`config.mk`:
```
export PLATFORM = sky130hd
export DESIGN_NAME = afifo_rd_ctrl_flat
export DESIGN_NICKNAME = d
export VERILOG_FILES = /design/src/rtl/afifo_rd_ctrl_if.sv /design/src/rtl/afifo_rd_ctrl.sv /design/src/flat_wrapper.sv
export SDC_FILE = /design/constraint.sdc
export NUM_CORES = 1
export LEC_CHECK = 0
export ABC_AREA = 0
export CAP_MARGIN = 0
export CORE_ASPECT_RATIO = 1.1
export CORE_MARGIN = 10
export CORE_UTILIZATION = 50
export CTS_CLUSTER_DIAMETER = 120
export DETAILED_ROUTE_END_ITERATION = 8
export PLACE_DENSITY = 0.85
export SLEW_MARGIN = 25
export SYNTH_ARGS = -nofsm -noshare
export SYNTH_HDL_FRONTEND = slang
export SYNTH_SLANG_ARGS = --single-unit
```
`constraint.sdc`:
```
create_clock -name rd_clk_i -period 8.9 [get_ports rd_clk_i]
set_input_delay 1.78 -clock rd_clk_i [delete_from_list [all_inputs] [get_ports rd_clk_i]]
set_output_delay 1.78 -clock rd_clk_i [all_outputs]
set_load 0.005 [all_outputs]
```
`src/rtl/afifo_rd_ctrl_if.sv`:
```
// Read-side bus of the async FIFO: write Gray pointer and read request in,
// read pointer, RAM address, flags and pulses out.
interface afifo_rd_ctrl_if #(
    parameter int PTR_WIDTH = 5
);
    logic [PTR_WIDTH:0]   wptr_gray_i;
    logic                 rd_en_i;
    logic [PTR_WIDTH:0]   rptr_gray_o;
    logic [PTR_WIDTH-1:0] raddr_o;
    logic                 rempty_o;
    logic                 ralmost_empty_o;
    logic [PTR_WIDTH:0]   rd_cnt_o;
    logic                 rd_ack_o;
    logic                 underflow_o;

    modport master (
        output wptr_gray_i, rd_en_i,
        input  rptr_gray_o, raddr_o, rempty_o, ralmost_empty_o,
               rd_cnt_o, rd_ack_o, underflow_o
    );

    modport slave (
        input  wptr_gray_i, rd_en_i,
        output rptr_gray_o, raddr_o, rempty_o, ralmost_empty_o,
               rd_cnt_o, rd_ack_o, underflow_o
    );
endinterface

```
`src/rtl/afifo_rd_ctrl.sv`:
```
// Async FIFO read-domain control: write-pointer synchronizer, read pointers,
// RAM read address, empty/almost-empty, fill count, ack and underflow.
module afifo_rd_ctrl #(
    parameter int PTR_WIDTH = 5,
    parameter int AEMPTY_TH = 2
) (
    input  logic            rd_clk_i,
    input  logic            rst_i,
    afifo_rd_ctrl_if.slave  rif
);
    localparam int PW = PTR_WIDTH + 1;
    localparam logic [PTR_WIDTH:0] AE_TH = PW'(AEMPTY_TH);

    logic [PTR_WIDTH:0] wp_syn1_q, wp_syn1_d;
    logic [PTR_WIDTH:0] wp_syn2_q, wp_syn2_d;
    logic [PTR_WIDTH:0] rbin_q, rbin_d;
    logic [PTR_WIDTH:0] rgray_q, rgray_d;
    logic [PTR_WIDTH:0] rd_cnt_q, rd_cnt_d;
    logic               rempty_q, rempty_d;
    logic               raempty_q, raempty_d;
    logic               rd_ack_q, rd_ack_d;
    logic               underflow_q, underflow_d;
    logic [PTR_WIDTH:0] wbin_s;
    logic               rd_fire;

    always_comb begin
        wp_syn1_d = rif.wptr_gray_i;
        wp_syn2_d = wp_syn1_q;

        wbin_s            = '0;
        wbin_s[PTR_WIDTH] = wp_syn2_q[PTR_WIDTH];
        for (int i = PTR_WIDTH - 1; i >= 0; i--)
            wbin_s[i] = wbin_s[i+1] ^ wp_syn2_q[i];

        rd_fire = rif.rd_en_i && !rempty_q;
        rbin_d  = rbin_q + {{PTR_WIDTH{1'b0}}, rd_fire};
        rgray_d = rbin_d ^ (rbin_d >> 1);

        // Flags look at the post-read pointer so the last entry empties on the
        // same edge that consumes it.
        rempty_d    = (rgray_d == wp_syn2_q);
        rd_cnt_d    = wbin_s - rbin_d;
        raempty_d   = (rd_cnt_d <= AE_TH);
        rd_ack_d    = rd_fire;
        underflow_d = rif.rd_en_i && rempty_q;
    end

    always_ff @(posedge rd_clk_i) begin
        if (rst_i) begin
            wp_syn1_q   <= '0;
            wp_syn2_q   <= '0;
            rbin_q      <= '0;
            rgray_q     <= '0;
            rd_cnt_q    <= '0;
            rempty_q    <= 1'b1;
            raempty_q   <= 1'b1;
            rd_ack_q    <= 1'b0;
            underflow_q <= 1'b0;
        end else begin
            wp_syn1_q   <= wp_syn1_d;
            wp_syn2_q   <= wp_syn2_d;
            rbin_q      <= rbin_d;
            rgray_q     <= rgray_d;
            rd_cnt_q    <= rd_cnt_d;
            rempty_q    <= rempty_d;
            raempty_q   <= raempty_d;
            rd_ack_q    <= rd_ack_d;
            underflow_q <= underflow_d;
        end
    end

    assign rif.rptr_gray_o     = rgray_q;
    assign rif.raddr_o         = rbin_q[PTR_WIDTH-1:0];
    assign rif.rempty_o        = rempty_q;
    assign rif.ralmost_empty_o = raempty_q;
    assign rif.rd_cnt_o        = rd_cnt_q;
    assign rif.rd_ack_o        = rd_ack_q;
    assign rif.underflow_o     = underflow_q;
endmodule
```
`src/flat_wrapper.sv`:
```
// flat-port wrapper written by rule: the top's interface ports become plain ports
module afifo_rd_ctrl_flat 
#(
    parameter int PTR_WIDTH = 5,
    parameter int AEMPTY_TH = 2
)
  (rd_clk_i, rst_i, rif_wptr_gray_i, rif_rd_en_i, rif_rptr_gray_o, rif_raddr_o, rif_rempty_o, rif_ralmost_empty_o, rif_rd_cnt_o, rif_rd_ack_o, rif_underflow_o);
  afifo_rd_ctrl_if #(.PTR_WIDTH(PTR_WIDTH)) rif_i ();
  input  logic rd_clk_i;
  input  logic rst_i;
  input wire logic [$bits(rif_i.wptr_gray_i)-1:0] rif_wptr_gray_i;
  input wire logic [$bits(rif_i.rd_en_i)-1:0] rif_rd_en_i;
  output wire logic [$bits(rif_i.rptr_gray_o)-1:0] rif_rptr_gray_o;
  output wire logic [$bits(rif_i.raddr_o)-1:0] rif_raddr_o;
  output wire logic [$bits(rif_i.rempty_o)-1:0] rif_rempty_o;
  output wire logic [$bits(rif_i.ralmost_empty_o)-1:0] rif_ralmost_empty_o;
  output wire logic [$bits(rif_i.rd_cnt_o)-1:0] rif_rd_cnt_o;
  output wire logic [$bits(rif_i.rd_ack_o)-1:0] rif_rd_ack_o;
  output wire logic [$bits(rif_i.underflow_o)-1:0] rif_underflow_o;
  assign rif_i.wptr_gray_i = rif_wptr_gray_i;
  assign rif_i.rd_en_i = rif_rd_en_i;
  assign rif_rptr_gray_o = rif_i.rptr_gray_o;
  assign rif_raddr_o = rif_i.raddr_o;
  assign rif_rempty_o = rif_i.rempty_o;
  assign rif_ralmost_empty_o = rif_i.ralmost_empty_o;
  assign rif_rd_cnt_o = rif_i.rd_cnt_o;
  assign rif_rd_ack_o = rif_i.rd_ack_o;
  assign rif_underflow_o = rif_i.underflow_o;
  afifo_rd_ctrl #(.PTR_WIDTH(PTR_WIDTH), .AEMPTY_TH(AEMPTY_TH)) u_core (.rd_clk_i(rd_clk_i), .rst_i(rst_i), .rif(rif_i));
endmodule
```
-- Yosys cells after proc, flatten, opt, wreduce, memory -nomap -nowiden
Cells that the tools add are included.
- input port bits: 9
- output and inout bits: 21
- register bits after elaboration: 34
- logic and storage cells: 22
- bitwise gates (word level): 6
- equality and inequality tests: 1
- magnitude comparators: 1
- reductions and logical operators: 3
- add/sub/neg operators: 2
- operators by type and width (kind ; number):
    adder 6 x 1 -> 6 bit ; 1
    == test 6 bit ; 1
    <= comparator 6 x 2 -> 1 bit (second input constant) ; 1
    subtractor 6 bit ; 1
    bitwise XOR 6 x 5 -> 6 bit ; 1
    bitwise XOR 1 bit ; 5
    logical AND 1 bit ; 2
    zero test 1 bit ; 1

-- Depth between registers and ports, before layout
Gate-level depths: netlist of the first run.
- depth in word-level cells: 7
- gate-level depth with buffers: 12
- gate-level depth less buffers: 12

-- Worst setup path before layout of the first run
No wires, ideal clock.
- path kind: input -> register
- start: input rif_rd_en_i
- end: register u_core.raempty_q, in the netlist u_core.rif.ralmost_empty_o
- buffers on the path: 0
- cell stages on the path: 11
- data arrival time: 4.193 ns
- library setup time: 0.100 ns
- required time: 8.800 ns
- slack: 4.608 ns
- path through: nor2b_1 ha_1 ha_1 inv_1 ha_1 a21oi_2 nor2_1 a2111oi_2 a21oi_1 mux2_4 a2111oi_4
- longest elaborated chain between the ends: 4
- ends and longest elaborated chain (element ; RTL line ; RTL):
    start: declaration ; flat_wrapper.sv:12 ; input wire logic [$bits(rif_i.rd_en_i)-1:0] rif_rd_en_i;
    logical AND 1 bit ; afifo_rd_ctrl.sv:35 ; rd_fire = rif.rd_en_i && !rempty_q;
    adder 6 x 1 -> 6 bit ; afifo_rd_ctrl.sv:36 ; rbin_d = rbin_q + {{PTR_WIDTH{1'b0}}, rd_fire};
    via u_core.rbin_d[1] ; afifo_rd_ctrl.sv:16 ; logic [PTR_WIDTH:0] rbin_q, rbin_d;
    subtractor 6 bit ; afifo_rd_ctrl.sv:42 ; rd_cnt_d = wbin_s - rbin_d;
    <= comparator 6 x 2 -> 1 bit ; afifo_rd_ctrl.sv:43 ; raempty_d = (rd_cnt_d <= AE_TH);
    end signal: assignment ; afifo_rd_ctrl.sv:66 ; raempty_q <= raempty_d;
    end: declaration ; afifo_rd_ctrl.sv:20 ; logic raempty_q, raempty_d;
The timed path passes the listed nets, and every way through them passes these cells.
A chain may end at the register's enable or synchronous reset.

-- Worst setup path after layout of the first run
- start: input rif_rd_en_i
- end: register u_core.raempty_q, in the netlist u_core.rif.ralmost_empty_o
- longest elaborated chain between the ends: 4
- ends and longest elaborated chain (element ; RTL line ; RTL):
    logical AND 1 bit ; afifo_rd_ctrl.sv:35 ;
    via u_core.rd_ack_d ; afifo_rd_ctrl.sv:21 ; logic rd_ack_q, rd_ack_d;
    adder 6 x 1 -> 6 bit ; afifo_rd_ctrl.sv:36 ;
    via u_core.rbin_d[1] ; afifo_rd_ctrl.sv:16 ;
    subtractor 6 bit ; afifo_rd_ctrl.sv:42 ;
    <= comparator 6 x 2 -> 1 bit ; afifo_rd_ctrl.sv:43 ;
The timed path passes the listed nets, and every way through them passes these cells.

==> flow_metrics.py, run 1 <==
metrics = {
    "timing": {
        "final_hold_viol_count": 0,
        "period_share_pct": 51.6,
        "slew_violations": 0,
        "finalSetupViolCount": 0,
        "max_freq_mhz": 218,
        "maxSlewHeadroom_pct": 38.6,
        "grt_setup_unrepaired": "false",
        "min_period_ps": 4590,
        "worst_pin_slew_ps": 918,
        "clock-skew-final_ps": 3.44,
        "setup_slack_ps": 4310,
        "tns_ps": 0,
    },
    "synth": {
        "ys_seq_elements": 33,
        "syn_nets": 159,
        "synth_cells": 145,
        "synth_warnings": 0,
        "synth_top_area_cell": "dfxtp_1",
        "syn_avg_cell_area_um2": 10.3,
        "synthDistinctLibCells": 35,
        "synthTopCellsByArea": "dfxtp_1, xnor2_1, nor2b_1, nor2_1, xor2_1",
        "ys_seq_area_share_pct": 44.4,
        "synth_top_area_share_pct": 44.4,
        "synthesis.area_um2": 1490,
    },
    "global_routing": {
        "grt_max_degree": 33,
        "antenna_found_initial": 0,
        "grt_overflow": 0,
        "grt_usage_pct": 10.4,
        "grt_pass1_wl_mm": 4.57,
        "grt_pass1_vias": 1051,
    },
    "drt": {
        "wl_per_cell_um": 12.8,
        "wirelength_mm": 2.69,
        "dr_total_vias": 1056,
        "viasPerCell": 5.03,
        "drt_drc_violations_left": 0,
        "drt_first_pass_iters": 4,
        "drt_iter0_drc": 27,
        "final_antenna_net_count": 0,
    },
    "finish": {
        "syn2layout_area_growth_pct": 24.6,
        "drive_gt1_share_pct": 10.2,
        "fin_area_um2": 1860,
        "num_antenna_cells": 0,
        "final_nets": 191,
    },
    "worst_setup_path": {
        "critPathLaunchType": "input pin",
        "worst-endpoint-required_ps": 9130,
        "reg2reg_from": "u_core.wp_syn2_q[5]",
        "worstPathArrival_ps": 4830,
        "path_cells": "clkdlybuf4s50_1, nor2b_1, ha_1, ha_1, inv_1, ha_1, a21oi_2, nor2_1, a2111oi_2, a21oi_1, mux2_4, a2111oi_4",
        "crit_family": "compound AO/OA/AOI/OAI gates",
        "cp_max_fo": 6,
        "cp_slowest_cell": "clkdlybuf4s50_1",
        "critical_path.endpoint_type": "flip-flop",
        "r2r_cells": 12,
        "crit_type": "input pin to flip-flop",
        "worstReg2RegEnd": "u_core.rif.ralmost_empty_o",
        "rrSetupSlack_ps": 5380,
        "crit_buf_inv": 2,
        "slowest_delay_ps": 430,
        "path_common_cell": "ha_1",
    },
    "die": {
        "dieArea_um2": 5560,
        "core_area_um2": 2800,
        "fp.dieW_um": 72.0,
        "row_count": 20,
        "die_h_um": 77.2,
        "initial_utilization_pct": 53.1,
        "ioPinCount": 30,
    },
    "cts": {
        "cts_tree": "yes",
        "clk_latency_ps": 320,
        "htree_levels": 2,
        "root_buffer": "clkbuf_4",
        "post_cts.repair.setup_buffers": 0,
        "cts_resized": 0,
        "cts_buffer_depth": 2,
        "postCtsHoldBufs": 0,
        "clkTransAtPathRegs_ps": 90,
        "cts_buffers": 5,
        "cts_sinks": 33,
    },
    "placed_design": {
        "gp_congestion": 0.839,
        "pre_cts_ws_ps": 3980,
        "dpl_cell_area_um2": 1810,
        "numPortBuffers": 29,
        "dpl.hpwl_mm": 2.10,
    },
    "flow_run": {
        "max-cap-violations": 0,
    },
    "worst_hold_path": {
        "whs_path_depth": 1,
        "min_from": "u_core.wp_syn1_q[3]",
        "hold_end": "u_core.wp_syn2_q[3]",
        "hp-class": "flip-flop to flip-flop",
    },
    "pwr": {
        "leakage_nw": 0.727,
        "powerDensity_nw_per_um2": 175,
        "vdd_ir_drop_max_v": 0.000151,
    },
    "run_status": {
        "status": "finished clean",
    },
}
==> cells by family (layout without fill, tap and decap cells) <==
| group | after synthesis | after routing | share of synthesized area [%] |
|---|---|---|---|
| adder cells (fa/ha/maj) | 6 | 6 | 5.38 |
| AO/OA/AOI/OAI | 13 | 13 | 7.48 |
| XOR/XNOR | 26 | 26 | 19.9 |
| flip-flops | 33 | 33 | 44.4 |
| buffers and inverters | 8 | 40 | 2.02 |
| AND/OR/NAND/NOR | 55 | 55 | 17.7 |
| multiplexers | 4 | 4 | 3.11 |
==> cells in the final DEF, fill, tap and decap left out, types with 2 or more instances in the layout <==
cell type | Yosys | routed
dfxtp_1 | 33 | 33
clkdlybuf4s50_1 | 0 | 28
nor2_1 | 22 | 22
nor2b_1 | 14 | 14
xnor2_1 | 12 | 12
xor2_1 | 9 | 9
nand2_1 | 8 | 8
clkbuf_4 | 0 | 5
inv_1 | 4 | 4
nand3_1 | 4 | 4
ha_1 | 4 | 4
a21oi_1 | 3 | 3
o21ai_0 | 3 | 3
a21oi_2 | 2 | 2
mux2i_1 | 2 | 2
and3_1 | 2 | 2
==> through the flow <==
step / hold slack [ps] / power (mW) / util [%] / std cells
detailed placement: 425 / 0.250 / 64.4 / 203
finish: 443 / 0.325 / 66.2 / 210
global route: 457 / 0.346 / 66.2 / 210
CTS: 447 / 0.332 / 66.4 / 210
floorplan: 414 / 0.219 / - / 145
global placement: 420 / 0.248 / 64.4 / 203
==> registers in the layout (all words and copies together) (netlist names) <==
signal	count
u_core.rif.underflow_o	1
u_core.rif.rptr_gray_o	6
u_core.rif.rempty_o	1
u_core.wp_syn2_q	6
u_core.rif.rd_cnt_o	6
u_core.rif.rd_ack_o	1
u_core.rif.ralmost_empty_o	1
u_core.rbin_q	5
u_core.wp_syn1_q	6
==> power by group <==
group,internal [mW],switching (mW),leakage [nW]
Combinational,0.0453,0.0355,0.425
Clock,0.0372,0.0434,0.0314
Sequential,0.159,0.00465,0.271
==> synth_stat cells <==
library cell and number:
xnor2_4 1, nor2b_1 14, xor2_4 1, mux2_4 1
nor3_1 1, o21ai_1 1, o211ai_1 1, inv_1 4
fa_1 1, nand2b_1 1, nand3_1 4, a21oi_2 2
a21oi_1 3, a31o_1 1, xor2_2 1, mux2i_1 2
buf_1 2, ha_1 4, clkbuf_1 2, and3_1 2
or3_1 1, maj3_1 1, and2_1 1, a2111oi_2 1
xnor2_2 1, xnor2_1 12, nor3b_1 1, nand2_1 8
a2111oi_4 1, dfxtp_1 33, xor2_1 9, nor2_1 22
o21ai_0 3, xor3_2 1, mux2_2 1
==> worst max path at each step <==
| stage | start | end | slack (ps) | cells past startpoint |
|---|---|---|---|---|
| final | rif_rd_en_i | u_core.rif.ralmost_empty_o | 4310 | 12 |
| after global routing | rif_rd_en_i | u_core.rif.ralmost_empty_o | 4070 | 12 |
| after CTS | rif_rd_en_i | u_core.rif.ralmost_empty_o | 4320 | 12 |
| after detailed placement | rif_rd_en_i | u_core.rif.ralmost_empty_o | 3980 | 12 |
| after global placement | rif_rd_en_i | u_core.rif.ralmost_empty_o | 4040 | 12 |
| after floorplan | rif_rd_en_i | u_core.rif.ralmost_empty_o | 4610 | 11 |
==> cell type report <==
| class | count | area [µm²] |
|---|---|---|
| flip-flops and latches | 33 | 661 |
| repair buffers | 29 | 285 |
| fillers | 238 | 947 |
| clock buffers | 7 | 55.1 |
| well taps | 33 | 41.3 |
| multi-input cells | 104 | 798 |
| inverters | 4 | 15.0 |
==> layer usage <==
layer,wire [µm],track usage [%]
met2,1330,17.4
met3,216,6.05
met4,57,5.23
met5,0,0
met1,1080,9.75
No activity file was read; power rests on OpenSTA's default activity.
==> inputs of run 2 (changes only) <==
CORE_UTILIZATION = 45   (was 50)
PLACE_DENSITY = 0.81   (was 0.85)
clock period = 4.1 ns   (was 8.9 ns; I/O delays follow)
==> run 2 against run 1 <==
- sequential share of layout area fell by 1.2 points
- sequential power up 120%
- power increased by 140%
- first-iteration DRC count grew 140%
- hold slack improved by 3.5 ps
- routed wire length is 3.6% higher
- critical path type is now flip-flop to flip-flop
- critical endpoint unchanged
==> flow_metrics.py, run 2 (synthesized netlist as in run 1, its figures left out) <==
metrics = {
    "finish": {
        "final_common_cell": "dfxtp_1",
        "drive_gt1_share_pct": 12.1,
        "most-common-layout-cells": "dfxtp_1, clkdlybuf4s50_1, nor2_1",
        "num_antenna_cells": 0,
        "fin_area_um2": 1920,
        "utilization_pct": 62.0,
        "syn2layout_area_growth_pct": 29.1,
        "final_nets": 195,
    },
    "timing": {
        "slew_violations": 0,
        "period_share_pct": 86.6,
        "grt_setup_unrepaired": "false",
        "clock-skew-final_ps": 4.03,
        "finalSetupViolCount": 0,
        "worst_pin_slew_ps": 573,
        "tns_ps": 0,
        "min_period_ps": 3550,
        "maxSlewHeadroom_pct": 61.6,
        "max_freq_mhz": 281,
        "final_hold_viol_count": 0,
    },
    "drt": {
        "wirelength_mm": 2.78,
        "final_antenna_net_count": 0,
        "viasPerCell": 4.86,
        "dr_total_vias": 1049,
        "wl_per_cell_um": 12.9,
        "drt_drc_violations_left": 0,
        "drt_first_pass_iters": 4,
        "drt_iter0_drc": 65,
    },
    "cts": {
        "htree_levels": 2,
        "clkTransAtPathRegs_ps": 90,
        "post_cts.repair.setup_buffers": 0,
        "cts_buffers": 5,
        "cts_resized": 0,
        "clk_latency_ps": 330,
        "cts_buffer_depth": 2,
        "postCtsHoldBufs": 0,
        "root_buffer": "clkbuf_4",
        "cts_tree": "yes",
        "cts_sinks": 33,
    },
    "worst_setup_path": {
        "worstReg2RegEnd": "u_core.rif.ralmost_empty_o",
        "worst-endpoint-required_ps": 4340,
        "slowest_delay_ps": 570,
        "path_common_cell": "xor2_1",
        "cp_slowest_cell": "xor3_2",
        "cp_max_fo": 5,
        "worstPathArrival_ps": 3790,
        "path_cells": "xor3_2, xnor2_4, xor2_1, xor2_1, ha_1, inv_1, a21oi_2, nor2_1, a2111oi_2, a21oi_1, mux2_4, a2111oi_4",
        "crit_type": "flip-flop to flip-flop",
        "critPathLaunchType": "flip-flop",
        "r2r_cells": 12,
        "rrSetupSlack_ps": 550,
        "reg2reg_from": "u_core.wp_syn2_q[5]",
        "critical_path.endpoint_type": "flip-flop",
    },
    "global_routing": {
        "grt_overflow": 0,
        "grt_usage_pct": 9.91,
        "grt_pass1_vias": 1079,
        "grt_max_degree": 33,
        "grt_pass1_wl_mm": 4.57,
        "antenna_found_initial": 0,
    },
    "placed_design": {
        "dpl_cell_area_um2": 1840,
        "numPortBuffers": 29,
        "gp_congestion": 0.815,
        "dpl.hpwl_mm": 2.17,
    },
    "die": {
        "fp.dieW_um": 74.8,
        "core_area_um2": 3100,
        "row_count": 21,
        "initial_utilization_pct": 48.0,
        "dieArea_um2": 6010,
        "ioPinCount": 30,
        "die_h_um": 80.3,
    },
    "flow_run": {
        "max-cap-violations": 0,
    },
    "run_status": {
        "status": "finished clean",
    },
    "pwr": {
        "powerDensity_nw_per_um2": 409,
        "leakage_nw": 0.760,
        "vdd_ir_drop_max_v": 0.000227,
    },
    "worst_hold_path": {
        "hold_end": "u_core.wp_syn2_q[1]",
        "min_from": "u_core.wp_syn1_q[1]",
        "hp-class": "flip-flop to flip-flop",
        "whs_path_depth": 1,
    },
}
==> run 2: cell types whose count changed in the layout (fill, tap and decap cells not counted) <==
cell / previous run / this run
clkdlybuf4s50_1: 28 / 29
buf_2: 1 / 0
bufinv_16: 0 / 1
buf_4: 0 / 4
==> run 2: worst max-delay path by stage <==
stage | end | from | cells after the start | slack (ps)
after floorplan | u_core.rif.ralmost_empty_o | rif_rd_en_i | 11 | 770
after global placement | u_core.rif.ralmost_empty_o | rif_rd_en_i | 12 | 360
after detailed placement | u_core.rif.ralmost_empty_o | rif_rd_en_i | 12 | 290
after CTS | u_core.rif.ralmost_empty_o | u_core.wp_syn2_q[5] | 12 | 520
after global routing | u_core.rif.ralmost_empty_o | u_core.wp_syn2_q[5] | 12 | 360
final | u_core.rif.ralmost_empty_o | u_core.wp_syn2_q[5] | 12 | 550
==> run 2: layout make-up <==
class	count	area [µm²]
Fill cell	270	1180
Clock buffer	7	55.1
Multi-Input combinational cell	104	798
Timing Repair Buffer	33	320
Tap cell	34	42.5
Inverter	4	15.0
Sequential cell	33	661
Clock inverter	1	30.0
==> run 2: critical path, delay by kind of cell, from the launching register on <==
kind                     cells  cell delay (ps)
buffers and inverters        1               60
AND/OR/NAND/NOR              1              100
multiplexers                 1              330
XOR/XNOR                     4             1310
flip-flops                   1              440
adder cells (fa/ha/maj)      1              200
AO/OA/AOI/OAI                4             1020
==> run 2: layer usage <==
| layer | wire, µm | track usage, % |
|---|---|---|
| met4 | 53 | 4.55 |
| met1 | 1140 | 9.42 |
| met3 | 165 | 4.31 |
| met2 | 1430 | 17.8 |
| met5 | 0 | 0 |
==> run 2: per-stage QoR <==
| stage | hold slack, ps | power, mW | setup WS [ps] | cells |
|---|---|---|---|---|
| 6_report | 446 | 0.786 | 547 | 216 |
| 5_1_grt | 460 | 0.826 | 365 | 216 |
| 4_1_cts | 447 | 0.798 | 516 | 216 |
| 3_5_place_dp | 427 | 0.547 | 295 | 208 |
| 3_3_place_gp | 418 | 0.540 | 358 | 208 |
| 2_1_floorplan | 414 | 0.476 | 768 | 145 |
==> run 2: where the power goes <==
| group | switching, mW | internal (mW) | total, mW |
|---|---|---|---|
| sequential | 0.0107 | 0.346 | 0.357 |
| combinational | 0.0793 | 0.100 | 0.179 |
| clock | 0.104 | 0.146 | 0.250 |
| total | 0.194 | 0.592 | 0.786 |
==> inputs of run 3 (changes only) <==
CORE_ASPECT_RATIO = 0.6   (was 1.1)
CTS_CLUSTER_DIAMETER = 100   (was 120)
==> run 3 against run 2 <==
- setup slack lost 46 ps
- clock skew grew 1.0 ps
- routed wire length grew 5.9%
- cell count grew 5.6%
- critical endpoint unchanged
- largest power group unchanged
==> flow_metrics.py, run 3 (synthesized netlist as in run 1, its figures left out) <==
metrics = {
    "drt": {
        "wirelength_mm": 2.95,
        "drt_drc_violations_left": 0,
        "wl_per_cell_um": 12.9,
        "drt_first_pass_iters": 4,
        "dr_total_vias": 1055,
        "viasPerCell": 4.63,
        "final_antenna_net_count": 0,
        "drt_iter0_drc": 41,
    },
    "worst_setup_path": {
        "path_cells": "clkdlybuf4s50_1, nor2b_1, ha_1, ha_1, inv_1, ha_1, a21oi_2, nor2_1, a2111oi_2, a21oi_1, mux2_4, a2111oi_4",
        "cp_max_fo": 5,
        "reg2reg_from": "u_core.wp_syn2_q[5]",
        "worst-endpoint-required_ps": 4280,
        "rrSetupSlack_ps": 510,
        "crit_buf_inv": 2,
        "crit_family": "compound AO/OA/AOI/OAI gates",
        "path_common_cell": "ha_1",
        "r2r_cells": 12,
        "critical_path.endpoint_type": "flip-flop",
        "crit_type": "input pin to flip-flop",
        "critPathLaunchType": "input pin",
        "worstReg2RegEnd": "u_core.rif.ralmost_empty_o",
        "cp_slowest_cell": "clkdlybuf4s50_1",
        "cp-startpoint": "rif_rd_en_i",
        "worstPathArrival_ps": 3780,
        "slowest_delay_ps": 490,
    },
    "pwr": {
        "vdd_ir_drop_max_v": 0.000192,
        "powerDensity_nw_per_um2": 409,
        "p_switching_mw": 0.203,
        "combPwrFrac_pct": 22.8,
        "switching_share_pct": 25.3,
        "p_seq_share_pct": 44.5,
        "intPower_mw": 0.599,
        "clkPwrFrac_pct": 32.7,
        "leakage_nw": 0.773,
    },
    "cts": {
        "cts_buffer_depth": 2,
        "root_buffer": "clkbuf_8",
        "clkTransAtPathRegs_ps": 60,
        "postCtsHoldBufs": 0,
        "cts_sinks": 33,
        "post_cts.repair.setup_buffers": 0,
        "cts_buffers": 5,
        "cts_tree": "yes",
        "clk_latency_ps": 280,
        "htree_levels": 2,
        "cts_resized": 0,
    },
    "global_routing": {
        "grt_max_degree": 18,
        "grt_pass1_wl_mm": 4.92,
        "grt_pass1_vias": 1097,
        "antenna_found_initial": 0,
        "grt_overflow": 0,
        "grt_usage_pct": 10.2,
    },
    "timing": {
        "worst_pin_slew_ps": 602,
        "final_hold_viol_count": 0,
        "finalSetupViolCount": 0,
        "slew_violations": 0,
        "tns_ps": 0,
        "max_freq_mhz": 278,
        "maxSlewHeadroom_pct": 59.7,
        "period_share_pct": 87.8,
        "whs_ps": 437,
        "min_period_ps": 3600,
        "clock-skew-final_ps": 5.03,
        "grt_setup_unrepaired": "false",
    },
    "flow_run": {
        "max-cap-violations": 0,
    },
    "placed_design": {
        "gp_congestion": 0.834,
        "dpl.hpwl_mm": 2.36,
        "numPortBuffers": 29,
    },
    "worst_hold_path": {
        "whs_path_depth": 1,
        "hold_end": "u_core.wp_syn2_q[4]",
        "min_from": "u_core.wp_syn1_q[4]",
        "hp-class": "flip-flop to flip-flop",
    },
    "finish": {
        "final_common_cell": "dfxtp_1",
        "most-common-layout-cells": "dfxtp_1, clkdlybuf4s50_1, nor2_1",
        "final_nets": 196,
        "drive_gt1_share_pct": 13.1,
        "nFillCells": 277,
        "num_antenna_cells": 0,
        "syn2layout_area_growth_pct": 31.6,
    },
    "die": {
        "core_area_um2": 3220,
        "die_h_um": 64.6,
        "fp.dieW_um": 94.3,
        "dieArea_um2": 6080,
        "initial_utilization_pct": 46.2,
        "row_count": 16,
        "ioPinCount": 30,
    },
    "run_status": {
        "status": "finished clean",
    },
}
run 3: cell count changes in the layout (fill, tap and decap cells not counted):
cell	change
clkinv_2	+1
clkbuf_8	+6
bufinv_16	-1
buf_4	+1
clkbuf_1	-1
clkbuf_4	-5
run 3: layer usage:
layer  global-route usage, %  up-vias  part of all wire [%]
met5                       0        -                     0
met4                    5.28        0                   1.3
met3                    4.83        5                    10
met2                    16.5       33                    45
met1                    10.9      475                    44
li1                        -      542                     -
run 3: through the flow:
step / power [mW] / instance area, µm² / utilization [%] / setup slack [ps] / std cells
after floorplan: 0.476 / 1490 / - / 768 / 145
after CTS: 0.811 / 1960 / 60.8 / 506 / 228
after detailed placement: 0.548 / 1860 / 57.6 / 227 / 220
after global routing: 0.843 / 1960 / 60.8 / 251 / 228
final: 0.802 / 1960 / 60.8 / 502 / 228
after global placement: 0.537 / 1860 / 57.6 / 369 / 220
run 3: worst max-delay path by stage:
stage / cells after the start / slack, ps / end
after floorplan: 11 / 770 / u_core.rif.ralmost_empty_o
after global placement: 12 / 370 / u_core.rif.ralmost_empty_o
after detailed placement: 12 / 230 / u_core.rif.ralmost_empty_o
after CTS: 12 / 510 / u_core.rif.ralmost_empty_o
after global routing: 12 / 250 / u_core.rif.ralmost_empty_o
final: 12 / 500 / u_core.rif.ralmost_empty_o
run 3: cell type report:
type | count | area, µm² | share of cell area (%)
multi-input combinational | 104 | 798 | 40.7
sequential | 33 | 661 | 33.7
clock buffer | 7 | 96.3 | 4.92
timing repair buffer | 34 | 328 | 16.7
inverter | 4 | 15.0 | 0.766
clock inverter | 1 | 5.00 | 0.255
tap | 45 | 56.3 | 2.87
run 3: power by group through the flow:
stage | Combinational [mW] | Clock, mW | Sequential, mW
after detailed placement | 0.183 | 0 | 0.365
after global routing | 0.199 | 0.284 | 0.360
final | 0.183 | 0.262 | 0.357
after floorplan | 0.111 | 0 | 0.365
after CTS | 0.184 | 0.269 | 0.358
after global placement | 0.174 | 0 | 0.363
